File: config.mk
export PLATFORM = sky130hd
export DESIGN_NAME = wreg_dest_pipe_flat
export DESIGN_NICKNAME = d
export VERILOG_FILES = /design/src/rtl/wreg_dest_pipe_if.sv /design/src/rtl/wreg_dest_pipe.sv /design/src/flat_wrapper.sv
export SDC_FILE = /design/constraint.sdc
export NUM_CORES = 1
export LEC_CHECK = 0
export ABC_AREA = 1
export BUFFER_PORTS_ARGS = -buffer_cell sky130_fd_sc_hd__clkbuf_2
export CORE_MARGIN = 3
export CORE_UTILIZATION = 45
export DETAILED_ROUTE_END_ITERATION = 12
export GPL_TIMING_DRIVEN = 1
export HOLD_SLACK_MARGIN = 0.06
export PLACE_DENSITY_LB_ADDON = 0.05
export SKIP_LAST_GASP = 1
export SLEW_MARGIN = 5
export SYNTH_ARGS = -nofsm -noshare
export SYNTH_HDL_FRONTEND = slang
export SYNTH_SLANG_ARGS = --single-unit
File: constraint.sdc
create_clock -name clk -period 1.5 [get_ports clk]
set_clock_uncertainty 0.15 [all_clocks]
set_input_delay 0.075 -clock clk [delete_from_list [all_inputs] [get_ports clk]]
set_output_delay 0.075 -clock clk [all_outputs]
set_load 0.005 [all_outputs]
File: src/rtl/wreg_dest_pipe_if.sv
// wreg_dest_pipe_if: decode-side bundle for the write-destination pipe.
//   master: the decode stage; it drives the instruction fields, the stall
//           and flush controls, and the source registers used for the
//           hazard compare. It receives the writeback and hazard results.
//   slave : the pipe itself.
//   Signals: rt, rd, regdst, wreg, jal, stall, flush, rs_q, rt_q (decode ->
//            pipe); wn, we, hz_rs, hz_rt, inflight (pipe -> decode).
interface wreg_dest_pipe_if #(parameter int AW = 5) ();
  logic [AW-1:0] rt;
  logic [AW-1:0] rd;
  logic          regdst;
  logic          wreg;
  logic          jal;
  logic          stall;
  logic          flush;
  logic [AW-1:0] rs_q;
  logic [AW-1:0] rt_q;
  logic [AW-1:0] wn;
  logic          we;
  logic          hz_rs;
  logic          hz_rt;
  logic [3:0]    inflight;

  modport master (
    output rt, rd, regdst, wreg, jal, stall, flush, rs_q, rt_q,
    input  wn, we, hz_rs, hz_rt, inflight
  );

  modport slave (
    input  rt, rd, regdst, wreg, jal, stall, flush, rs_q, rt_q,
    output wn, we, hz_rs, hz_rt, inflight
  );
endinterface

File: src/rtl/wreg_dest_pipe.sv
// wreg_dest_pipe: carries the register-file write destination of each
// decoded instruction from decode to writeback through DEPTH stages.
//   clk   : rising-edge clock
//   clrn  : asynchronous active-low reset
//   bus   : wreg_dest_pipe_if.slave
//           rt/rd/regdst/wreg/jal form the entry, stall holds all stages,
//           flush replaces the decode entry with a bubble (wins over stall),
//           rs_q/rt_q are compared against every in-flight destination.
//           wn/we are the registered last stage, inflight counts the valid
//           entries.
// Optional feature macro: WREG_HAZARD_EN builds the hz_rs/hz_rt compare;
// without it both outputs are tied low.
module wreg_dest_pipe #(
  parameter int            AW       = 5,
  parameter int            DEPTH    = 3,
  parameter logic [AW-1:0] LINK_REG = '1
) (
  input logic             clk,
  input logic             clrn,
  wreg_dest_pipe_if.slave bus
);

  typedef struct packed {
    logic          v;
    logic [AW-1:0] d;
  } ent_t;

  ent_t [DEPTH-1:0] pipe;
  ent_t             in_ent;
  ent_t             ld_ent;
  logic [AW-1:0]    dsel;
  logic             move;
  logic             inc;
  logic             dec;
  logic [3:0]       cnt;

  // An entry for r0 is never valid, and an invalid entry always carries
  // dest 0 so downstream compares never see stale register numbers.
  always_comb begin
    dsel     = bus.jal ? LINK_REG : (bus.regdst ? bus.rd : bus.rt);
    in_ent.v = (bus.wreg | bus.jal) && (dsel != '0);
    in_ent.d = in_ent.v ? dsel : '0;
  end

  // Flush still lets the older stages drain, even under stall.
  assign move   = bus.flush | ~bus.stall;
  assign ld_ent = bus.flush ? '0 : in_ent;
  assign inc    = ld_ent.v;
  assign dec    = pipe[DEPTH-1].v;

  always_ff @(posedge clk or negedge clrn) begin
    if (!clrn) begin
      pipe <= '0;
      cnt  <= '0;
    end else if (move) begin
      pipe[0] <= ld_ent;
      for (int i = DEPTH - 1; i > 0; i--) pipe[i] <= pipe[i-1];
      case ({inc, dec})
        2'b10:   cnt <= cnt + 4'd1;
        2'b01:   cnt <= cnt - 4'd1;
        default: cnt <= cnt;
      endcase
    end
  end

  assign bus.wn       = pipe[DEPTH-1].d;
  assign bus.we       = pipe[DEPTH-1].v;
  assign bus.inflight = cnt;

`ifdef WREG_HAZARD_EN
  always_comb begin
    bus.hz_rs = 1'b0;
    bus.hz_rt = 1'b0;
    for (int i = 0; i < DEPTH; i++) begin
      if (pipe[i].v && pipe[i].d == bus.rs_q) bus.hz_rs = 1'b1;
      if (pipe[i].v && pipe[i].d == bus.rt_q) bus.hz_rt = 1'b1;
    end
    // r0 is never a real dependency
    if (bus.rs_q == '0) bus.hz_rs = 1'b0;
    if (bus.rt_q == '0) bus.hz_rt = 1'b0;
  end
`else
  logic unused_hz_src;
  assign unused_hz_src = ^{bus.rs_q, bus.rt_q};
  assign bus.hz_rs     = 1'b0;
  assign bus.hz_rt     = 1'b0;
`endif

endmodule

File: src/flat_wrapper.sv
// flat-port wrapper written by rule: the top's interface ports become plain ports
module wreg_dest_pipe_flat 
#(
  parameter int            AW       = 5,
  parameter int            DEPTH    = 3,
  parameter logic [AW-1:0] LINK_REG = '1
)
  (clk, clrn, bus_rt, bus_rd, bus_regdst, bus_wreg, bus_jal, bus_stall, bus_flush, bus_rs_q, bus_rt_q, bus_wn, bus_we, bus_hz_rs, bus_hz_rt, bus_inflight);
  wreg_dest_pipe_if #(.AW(AW)) bus_i ();
  input logic clk;
  input logic clrn;
  input wire logic [$bits(bus_i.rt)-1:0] bus_rt;
  input wire logic [$bits(bus_i.rd)-1:0] bus_rd;
  input wire logic [$bits(bus_i.regdst)-1:0] bus_regdst;
  input wire logic [$bits(bus_i.wreg)-1:0] bus_wreg;
  input wire logic [$bits(bus_i.jal)-1:0] bus_jal;
  input wire logic [$bits(bus_i.stall)-1:0] bus_stall;
  input wire logic [$bits(bus_i.flush)-1:0] bus_flush;
  input wire logic [$bits(bus_i.rs_q)-1:0] bus_rs_q;
  input wire logic [$bits(bus_i.rt_q)-1:0] bus_rt_q;
  output wire logic [$bits(bus_i.wn)-1:0] bus_wn;
  output wire logic [$bits(bus_i.we)-1:0] bus_we;
  output wire logic [$bits(bus_i.hz_rs)-1:0] bus_hz_rs;
  output wire logic [$bits(bus_i.hz_rt)-1:0] bus_hz_rt;
  output wire logic [$bits(bus_i.inflight)-1:0] bus_inflight;
  assign bus_i.rt = bus_rt;
  assign bus_i.rd = bus_rd;
  assign bus_i.regdst = bus_regdst;
  assign bus_i.wreg = bus_wreg;
  assign bus_i.jal = bus_jal;
  assign bus_i.stall = bus_stall;
  assign bus_i.flush = bus_flush;
  assign bus_i.rs_q = bus_rs_q;
  assign bus_i.rt_q = bus_rt_q;
  assign bus_wn = bus_i.wn;
  assign bus_we = bus_i.we;
  assign bus_hz_rs = bus_i.hz_rs;
  assign bus_hz_rt = bus_i.hz_rt;
  assign bus_inflight = bus_i.inflight;
  wreg_dest_pipe #(.AW(AW), .DEPTH(DEPTH), .LINK_REG(LINK_REG)) u_core (.clk(clk), .clrn(clrn), .bus(bus_i));
endmodule
==> impl_results.md <==
- Leakage: 0.879 nW
- Aggregate global routing overflow: 0
- R2R setup slack: -0.03 ns
- Cell Pwr Density: 1120 nW/um2
- Post-route design area: 1630 um2
- Number of sinks driven by the clock tree: 22
- Clock share of power: 25.3%
- Worst rel slew slack: 63.9%
- Finish-stage setup viols: 1
- Least-Margin Pin Slew: 0.541 ns
- HPWL after DPL: 1720 um
- Area growth from synthesis to final layout: 36.0%
- Cell area after technology mapping: 1200 um2
- Critical path startpoint category: flop
- Part of the power in registers: 43.1%
- Number of instances in the synthesized netlist: 150
- Final worst slack: -0.0258 ns
- CTS clock-pin slew for the worst setup and hold paths: 0.13 ns
- Via total after detailed routing: 1,033
- Total of flip-flops plus latches after synthesis: 22
- Final Power: 1.83 mW
- Initial standard-cell utilization of the core: 48.0%
- Number of CTS-inserted buffers: 3
- Top fanout value on the critical path: 4
- Filler instances: 208
- Iteration count of the initial detailed-routing pass: 4
- Worst min-delay path category: in -> reg
- Number of DRC violations after detailed routing: 0
- Iteration-0 DRC count of the detailed router: 39
- Final Wtd Congestion: 0.740
- Net switching power: 0.584 mW
- Mean number of vias per cell: 4.67
- Maximum buffer depth of the clock tree: 2
- Worst IR drop on VDD: 820 uV
- Layout cell share with drive strength beyond 1: 39.3%
- Violations in the final reports: setup timing
- Final ANT Viol Nets: 0
- Antenna diode instance count: 0
- Core area: 2500 um2
- Most frequent cells in the layout: nand2_1, clkbuf_2, dfrtp_1
- Unrepaired setup endpoints after global routing: yes
- Time the final worst path needs with I/O delays and setup: 1.53 ns
- Status: finished with violations
- Cell Int Power: 1.24 mW
- Global router's overall resource usage: 16.7%
- Horizontal die dimension: 57.6 um
- Pre-CTS worst setup slack: -0.447 ns
- Final worst hold slack: 0.0879 ns
- Final critical-path share of the clock period: 102%
- Worst EP required: 1.60 ns
- Number of port buffers: 26
- Switching Fraction: 32.0%
- Final wirelength: 2350 um
- Crit. End Element: flop
- Worst setup path class: reg -> reg
- Share of power burned in combinational logic: 31.6%
- Mean area per synthesized cell: 8.00 um2
- First-pass GRT wire length: 4290 um
- Die footprint: 3320 um2
- Via count of the first global-routing pass: 1,003
- Sequential fraction of the synthesis area: 45.9%
- Most common cell after layout, fill and taps aside: nand2_1
- Final count of hold timing violations: 0
- Root buffer cell: clkbuf_4
- Largest net degree at the start of global routing: 23
- Clock tree from TritonCTS: built
- Count of different cell masters after synthesis: 23
- Number of top-level pins: 39
- Clk Latency, worst-skew pair: 0.31 ns
- Maximum clock frequency: 655 MHz
- # H-tree levels: 1
- Top-area cell type share of the netlist area: 45.9%
- Standard cell area after detailed placement: 1440 um2
- Row Count: 18
- Initial antenna violation count: 0
- Warnings from Yosys: 0
- Max-capacitance violation count: 0
- Main area contributors after synthesis: dfrtp_1, nand2_1, buf_4, inv_1, ha_1
- Final routed wire length divided by cell count: 10.6 um
- Max-slew violations: 0
- Die H: 57.6 um
- Critical path data arrival time: 1.63 ns
- Number of nets in the layout: 222
- Cell type with the highest aggregate area in the netlist: dfrtp_1
cell type report:
class	instances	area, um2	share of cell area (%)
multi-input cells	103	608	37.3
repair buffers	46	317	19.4
flip-flops and latches	22	552	33.8
clock buffers	3	22.5	1.38
clock inverters	1	30.0	1.84
inverters	16	65.1	3.99
well taps	30	37.5	2.30
worst max-delay path, cell delays in order, from the launching register on:
cell	delay, ns
dfrtp_2	0.46
ha_4	0.19
nand2_2	0.06
inv_2	0.05
nor2_4	0.13
ha_4	0.14
nor2_2	0.03
xor2_1	0.15
o21ai_1	0.12
cells by family after synthesis:
group	count (synthesis)	share of synthesized area, %
other	1	0.313
xor gates and xnor gates	3	2.19
buffers and inverters	26	10.7
and+or+nand+nor	88	34.5
adders and majority gates	3	3.13
AOI/OAI and AO/OA	7	3.23
DFF	22	45.9
state kept, by name, summed over array words and instances, names as in the netlist:
register,flops
u_core.bus.inflight,4
u_core.bus.wn,5
u_core.bus.we,1
u_core.pipe,12
metrics by stage:
step / instances / TNS, ns / util, %
detailed placement: 208 / -1.54 / 57.8
CTS: 219 / -0.0214 / 63.0
global placement: 208 / -1.21 / 57.8
global route: 221 / -0.194 / 65.3
floorplan: 151 / -0.134 / -
finish: 221 / -0.0258 / 65.3
cells in the mapped netlist:
cell type	count
nand3_4	1
nand2_2	1
buf_2	1
o21ai_0	2
inv_1	11
nor2_2	2
nand3_2	3
nor3_4	1
o21ai_1	3
dfrtp_1	22
ha_1	3
buf_4	8
xor2_1	3
nor2_4	2
nand2_1	64
clkbuf_1	1
nand4_1	5
nor2_1	6
inv_2	5
nand3_1	3
conb_1	1
o21ai_2	1
a21oi_1	1
power by group through the flow:
stage,clock network [mW],logic [mW],registers (mW)
after floorplan,0,0.331,0.775
after global placement,0,0.502,0.779
after detailed placement,0,0.517,0.784
after CTS,0.476,0.545,0.774
after global routing,0.494,0.656,0.808
final,0.462,0.578,0.787
layer usage:
layer	routed length [um]	part of all wire [%]	global-route usage, %	up-vias
li1	-	-	-	535
met1	981	42	20.1	472
met2	1230	52	29.8	24
met3	118	5.0	2.67	2
met4	14	0.60	5.96	0
met5	0	0	0	-
timing repair:
item / in CTS / in global routing
endpoints found under the hold margin: 28 / 0
pin swaps: 7 / 8
setup endpoints to repair: 3 / 5
gates resized for setup: 3 / 12
buffers inserted: 0 / 2
hold buffers: 7 / 0
path summary, 6_finish.rpt:
path | start | endpoint | cells past startpoint
setup / recovery | u_core.bus.we | u_core.bus.inflight[2] | 8
setup reg to reg | u_core.bus.we | u_core.bus.inflight[2] | 8
min in group asynchronous | clrn | u_core.bus.inflight[3] | 2
max in group asynchronous | clrn | u_core.bus.we | 2
hold reg to reg | u_core.pipe[11] | u_core.bus.we | 2
hold / removal | bus_jal | u_core.pipe[0] | 5
Note: power is estimated with default switching activity, not from simulation.
